**src/rtl/cp0_reg.sv**
```systemverilog
`default_nettype none
// ============================================================================
// Module      : cp0_reg
// Description : Coprocessor-0 register file (Count, Compare, Status, Cause,
//               EPC, PRId, Config). Records committed MEM-stage exceptions,
//               supplies EPC/Status/Cause to the pipeline controller and
//               raises the Count/Compare timer interrupt.
// Ports       : clk, rst (async, active-low)
//               we_i/waddr_i/data_i        - mtc0 write port
//               raddr_i -> data_o          - mfc0 combinational read port
//               int_i                      - hardware interrupt lines IP7..2
//               excepttype_i, current_inst_addr_i, is_in_delayslot_i
//                                          - committed exception info
//               count_o..prid_o            - current register contents
//               timer_int_o                - sticky timer interrupt request
// Revision    : 1.0 - initial release
// ============================================================================
module cp0_reg #(
    parameter logic [31:0] PRID_VALUE   = 32'h004c0102,
    parameter logic [31:0] CONFIG_RESET = 32'h00008000,
    parameter logic [31:0] STATUS_RESET = 32'h10000000
) (
    input  logic        clk,
    input  logic        rst,
    input  logic        we_i,
    input  logic [4:0]  waddr_i,
    input  logic [4:0]  raddr_i,
    input  logic [31:0] data_i,
    input  logic [5:0]  int_i,
    input  logic [31:0] excepttype_i,
    input  logic [31:0] current_inst_addr_i,
    input  logic        is_in_delayslot_i,
    output logic [31:0] data_o,
    output logic [31:0] count_o,
    output logic [31:0] compare_o,
    output logic [31:0] status_o,
    output logic [31:0] cause_o,
    output logic [31:0] epc_o,
    output logic [31:0] config_o,
    output logic [31:0] prid_o,
    output logic        timer_int_o
);

    localparam logic [4:0] c_reg_count   = 5'd9;
    localparam logic [4:0] c_reg_compare = 5'd11;
    localparam logic [4:0] c_reg_status  = 5'd12;
    localparam logic [4:0] c_reg_cause   = 5'd13;
    localparam logic [4:0] c_reg_epc     = 5'd14;
    localparam logic [4:0] c_reg_prid    = 5'd15;
    localparam logic [4:0] c_reg_config  = 5'd16;

    localparam logic [31:0] c_exc_eret   = 32'h0000000e;

    logic [31:0] r_count;
    logic [31:0] r_compare;
    logic [31:0] r_status;
    logic [31:0] r_cause;
    logic [31:0] r_epc;
    logic        r_timer_int;

    logic        w_exc_hit;
    logic [4:0]  w_exc_code;
    logic        w_eret;
    logic        w_wr_count;
    logic        w_wr_compare;
    logic        w_wr_status;
    logic        w_wr_cause;
    logic        w_wr_epc;
    logic [31:0] w_epc_next;

    // Map the committed exception type onto its ExcCode; unknown nonzero
    // types are not recognised and leave the registers alone.
    always_comb begin
        w_exc_hit  = 1'b1;
        w_exc_code = 5'd0;
        case (excepttype_i)
            32'h00000001: w_exc_code = 5'd0;
            32'h00000008: w_exc_code = 5'd8;
            32'h0000000a: w_exc_code = 5'd10;
            32'h0000000d: w_exc_code = 5'd13;
            32'h0000000c: w_exc_code = 5'd12;
            default:      w_exc_hit  = 1'b0;
        endcase
    end

    assign w_eret       = (excepttype_i == c_exc_eret);
    assign w_wr_count   = we_i && (waddr_i == c_reg_count);
    assign w_wr_compare = we_i && (waddr_i == c_reg_compare);
    assign w_wr_status  = we_i && (waddr_i == c_reg_status);
    assign w_wr_cause   = we_i && (waddr_i == c_reg_cause);
    assign w_wr_epc     = we_i && (waddr_i == c_reg_epc);

    // A delay-slot instruction restarts at its branch, one word earlier.
    assign w_epc_next = is_in_delayslot_i ? (current_inst_addr_i - 32'd4)
                                          : current_inst_addr_i;

    always_ff @(posedge clk or negedge rst) begin
        if (!rst) begin
            r_count     <= 32'd0;
            r_compare   <= 32'd0;
            r_status    <= STATUS_RESET;
            r_cause     <= 32'd0;
            r_epc       <= 32'd0;
            r_timer_int <= 1'b0;
        end else begin
            r_count <= w_wr_count ? data_i : (r_count + 32'd1);

            if (w_wr_compare) begin
                r_compare <= data_i;
            end

            // Sticky request: only an mtc0 to Compare acknowledges it, and the
            // acknowledge takes precedence over a match on the same edge.
            if (w_wr_compare) begin
                r_timer_int <= 1'b0;
            end else if ((r_compare != 32'd0) && (r_count == r_compare)) begin
                r_timer_int <= 1'b1;
            end

            // Exception/eret own Status on their edge; the mtc0 is dropped.
            if (w_exc_hit) begin
                r_status[1] <= 1'b1;
            end else if (w_eret) begin
                r_status[1] <= 1'b0;
            end else if (w_wr_status) begin
                r_status <= data_i;
            end

            // Nested exceptions (EXL already set) keep the original EPC/BD.
            if (w_exc_hit) begin
                if (!r_status[1]) begin
                    r_epc <= w_epc_next;
                end
            end else if (w_wr_epc) begin
                r_epc <= data_i;
            end

            r_cause[15:10] <= int_i;
            if (w_exc_hit) begin
                if (!r_status[1]) begin
                    r_cause[31] <= is_in_delayslot_i;
                end
                r_cause[6:2] <= w_exc_code;
            end else if (w_wr_cause) begin
                r_cause[23:22] <= data_i[23:22];
                r_cause[9:8]   <= data_i[9:8];
            end
        end
    end

    // Read port shows pre-write state; the pipeline forwards pending mtc0s.
    always_comb begin
        data_o = 32'd0;
        case (raddr_i)
            c_reg_count:   data_o = r_count;
            c_reg_compare: data_o = r_compare;
            c_reg_status:  data_o = r_status;
            c_reg_cause:   data_o = r_cause;
            c_reg_epc:     data_o = r_epc;
            c_reg_prid:    data_o = PRID_VALUE;
            c_reg_config:  data_o = CONFIG_RESET;
            default:       data_o = 32'd0;
        endcase
    end

    assign count_o     = r_count;
    assign compare_o   = r_compare;
    assign status_o    = r_status;
    assign cause_o     = r_cause;
    assign epc_o       = r_epc;
    assign config_o    = CONFIG_RESET;
    assign prid_o      = PRID_VALUE;
    assign timer_int_o = r_timer_int;

endmodule
`default_nettype wire

```
**config.mk**
```make
export PLATFORM = sky130hd
export DESIGN_NAME = cp0_reg
export DESIGN_NICKNAME = d
export VERILOG_FILES = /design/src/rtl/cp0_reg.sv
export SDC_FILE = /design/constraint.sdc
export NUM_CORES = 1
export LEC_CHECK = 0
export CORE_ASPECT_RATIO = 0.75
export CORE_UTILIZATION = 47
export CTS_BUF_LIST = sky130_fd_sc_hd__clkbuf_16
export CTS_CLUSTER_DIAMETER = 40
export DETAILED_ROUTE_END_ITERATION = 10
export HOLD_SLACK_MARGIN = 0.02
export PLACE_DENSITY_LB_ADDON = 0.05
export SYNTH_ARGS = -nofsm -noshare
export SYNTH_HDL_FRONTEND = slang
export SYNTH_SLANG_ARGS = --single-unit
export TNS_END_PERCENT = 20
```
**constraint.sdc**
```tcl
create_clock -name clk -period 4.8 [get_ports clk]
set_input_delay 0.48 -clock clk [delete_from_list [all_inputs] [get_ports clk]]
set_output_delay 0.48 -clock clk [all_outputs]
set_load 0.01 [all_outputs]
```
==> run_results.csv <==
group,metric,value,unit
routing,drt_pass1_iterations,5,
critical_path,critPathCaptureType,"output port",
clocking,insertion_delay,420,ps
synth,synth_ff_type,"dfrtp_1",
routing,drtIter0Drc,888,
power_and_ir_drop,seqPwrFrac,40.5,%
critical_path,crit_arrival,3390,ps
power_and_ir_drop,p_leak,5.10,nW
cells_and_area,area_growth_syn_to_layout,39.1,%
sta,fin_crit_sh,80.6,%
clocking,cts_resized,0,
routing,post_drt_wl_per_cell,22.2,µm
synth,ys_seq_area_share,40.3,%
power_and_ir_drop,swShare,33.9,%
synth,syn_area_per_cell,9.59,µm²
global_route,antenna_found_initial,0,
flow_run,drv_cap,0,
sta,worstMarginPinSlew,1050,ps
critical_path,timing.rr.end,"count_o[30]",
synth,synth_top_cell_by_area,"dfrtp_1",
sta,grt_setup_unrepaired,"no",
sta,setup_viol_count_final,0,
clocking,holdBufCountCts,0,
cells_and_area,nets,1332,
synth,postSynth.asyncResetShare,100,%
floorplan,ios,373,
synth,netlist_area,8950,µm²
synth,synth_area_leaders,"dfrtp_1 40%, mux2_2 9.8%, buf_4 6.9%",
cells_and_area,drive_above_1_share,12.1,%
placement,dpl.hpwl,24.8,mm
placement,gp_congestion,0.951,
routing,viasPerCell,5.73,
sta,drv_slew,0,
power_and_ir_drop,power_frac_comb,30.6,%
clocking,cts-buffers-inserted,17,
clocking,cts_buffer_depth,2,
sta,min_period,3870,ps
sta,fmax,258,MHz
floorplan,die_w,161,µm
power_and_ir_drop,power_per_cell_area,387,nW/µm²
power_and_ir_drop,clkPwrFrac,28.9,%
cells_and_area,num_antenna_cells,0,
global_route,grt_max_degree,113,
routing,drt.antenna.violating_nets,0,
power_and_ir_drop,p_int,3.18,mW
placement,io_buffers,291,
floorplan,die_area,19600,µm²
global_route,grt_pass1_vias,7886,
power_and_ir_drop,max-vdd-ir-drop,0.210,mV
synth,synth_edf_count,0,
synth,synth-seq-cells,144,
sta,fin_setup_tns,0,ps
synth,netlist_instances,933,
clocking,clk_pin_slew_worst_paths,60,ps
sta,skew,6.86,ps
cells_and_area,fin_area,12400,µm²
sta,max_slew_margin,29.9,%
clocking,post-cts-setup-buffer-count,0,
global_route,grt_overflow,0,
routing,drc_errors,0,
floorplan,rows,43,
routing,vias,8442,
global_route,gr-usage-all-layers,33.7,%
sta,hold_violations,0,
synth,yosys_warnings,16,
clocking,cts_tree,"yes",
critical_path,cp.required,4320,ps
floorplan,start_util,48.2,%
critical_path,crit_fanout,18,
synth,netlist.area_leader.share,40.0,%
status,status,"finished clean",
global_route,grt_pass1_wl,48.8,mm
floorplan,coreArea,18600,µm²
critical_path,r2r_cells,6,
routing,finalWirelength,32.8,mm
clocking,cts.sink_count,144,
critical_path,crit_type,"in2out",
placement,place_area,11800,µm²
clocking,h-tree-depth,4,
min_path,hp-class,"in2async",
critical_path,timing.rr.start,"count_o[0]",
power_and_ir_drop,p_switching,1.64,mW
clocking,root_buffer,"clkbuf_16",
synth,synth.distinct_cells,63,
floorplan,die_h,121,µm
critical_path,critPathLaunchType,"primary input",
critical_path,r2r_setup_slack,2550,ps
## layout by cell type (no fill, tap or decap), types with 7 or more instances in the layout
cell type,count
mux2_2,78
buf_4,17
dfrtp_1,143
nand2_1,101
xor2_1,61
nand4_1,17
a22oi_1,68
nor2_1,43
nand3_1,29
nor4_1,32
clkdlybuf4s50_1,290
xnor2_1,28
inv_1,23
nor3_1,11
clkbuf_16,17
and3_1,12
or3_1,7
conb_1,81
a21oi_1,10
o21ai_0,49
## Yosys cell counts, types with 8 or more instances
library cell / n
inv_1: 23
buf_2: 8
nand2_1: 101
xnor2_1: 28
a22oi_1: 68
nand4_1: 17
nor4_1: 33
nor2_1: 44
buf_4: 82
nor3_1: 12
a21oi_1: 10
xor2_1: 61
mux2_2: 78
o21ai_0: 49
clkbuf_1: 31
and3_1: 12
nand3_1: 29
dfrtp_1: 143
## how the worst max path moves through the flow
stage               cells past startpoint          to        from  slack, ps
floorplan                               6  data_o[17]  raddr_i[4]       2430
global placement                        8   data_o[1]  raddr_i[3]       1080
detailed placement                      8   data_o[1]  raddr_i[3]       1030
CTS                                     8   data_o[1]  raddr_i[3]       1010
global route                            8   data_o[1]  raddr_i[3]        870
finish                                  8   data_o[1]  raddr_i[3]        930
## power by group through the flow
stage	logic [mW]	clock network (mW)	registers [mW]
global placement	1.45	0	1.95
global route	1.58	1.46	1.98
detailed placement	1.47	0	1.95
CTS	1.48	1.40	1.93
floorplan	0.598	0	1.88
finish	1.48	1.39	1.95
## logic make-up (layout without fill, tap and decap cells)
| group | count (synthesis) | in the layout | synth area share [%] |
|---|---|---|---|
| XOR/XNOR | 89 | 89 | 8.71 |
| adder cells (fa/ha/maj) | 2 | 2 | 0.280 |
| AO/OA/AOI/OAI | 166 | 166 | 12.8 |
| AND/OR/NAND/NOR | 302 | 302 | 17.7 |
| flip-flops | 144 | 144 | 40.3 |
| multiplexers | 80 | 80 | 10.0 |
| buffers and inverters | 148 | 362 | 10.0 |
| other | 2 | 81 | 0.0839 |
## cell type report
class	count	area (µm²)
fillers	1556	6120
multi-input cells	720	4790
flip-flops and latches	144	3600
repair buffers	308	3040
clock buffers	17	425
well taps	247	309
clock inverters	14	190
inverters	23	86.3
## metrics by stage
stage | std cells | hold WS [ps] | power [mW] | worst slack, ps | utilization (%)
3_3_place_gp | 1442 | 474 | 3.40 | 1080 | 63.7
4_1_cts | 1473 | 257 | 4.82 | 1010 | 67.0
5_1_grt | 1473 | 296 | 5.02 | 868 | 67.0
2_1_floorplan | 1012 | 184 | 2.48 | 2430 | -
3_5_place_dp | 1442 | 491 | 3.43 | 1030 | 63.7
6_report | 1473 | 204 | 4.82 | 931 | 67.0
## metal layers
metal / vias up / global-route usage, % / wire length (µm)
met5: - / 0 / 0
met4: 0 / 7.43 / 492
met3: 36 / 5.71 / 2850
met2: 507 / 53.2 / 15100
met1: 4126 / 48.4 / 14300
li1: 3773 / - / -
## sequential cells by signal (all words and copies together), names as in the netlist
signal and cells:
cause_o 15, compare_o 32, count_o 32, epc_o 32
status_o 32, timer_int_o 1
## worst max-delay path: stages
cell	delay [ps]
clkdlybuf4s50_1	500
or3b_2	520
nor2b_2	610
buf_4	420
nand2_1	80
o21ai_0	80
a221o_1	140
clkdlybuf4s50_1	540
(Power assumes the default switching activity.)
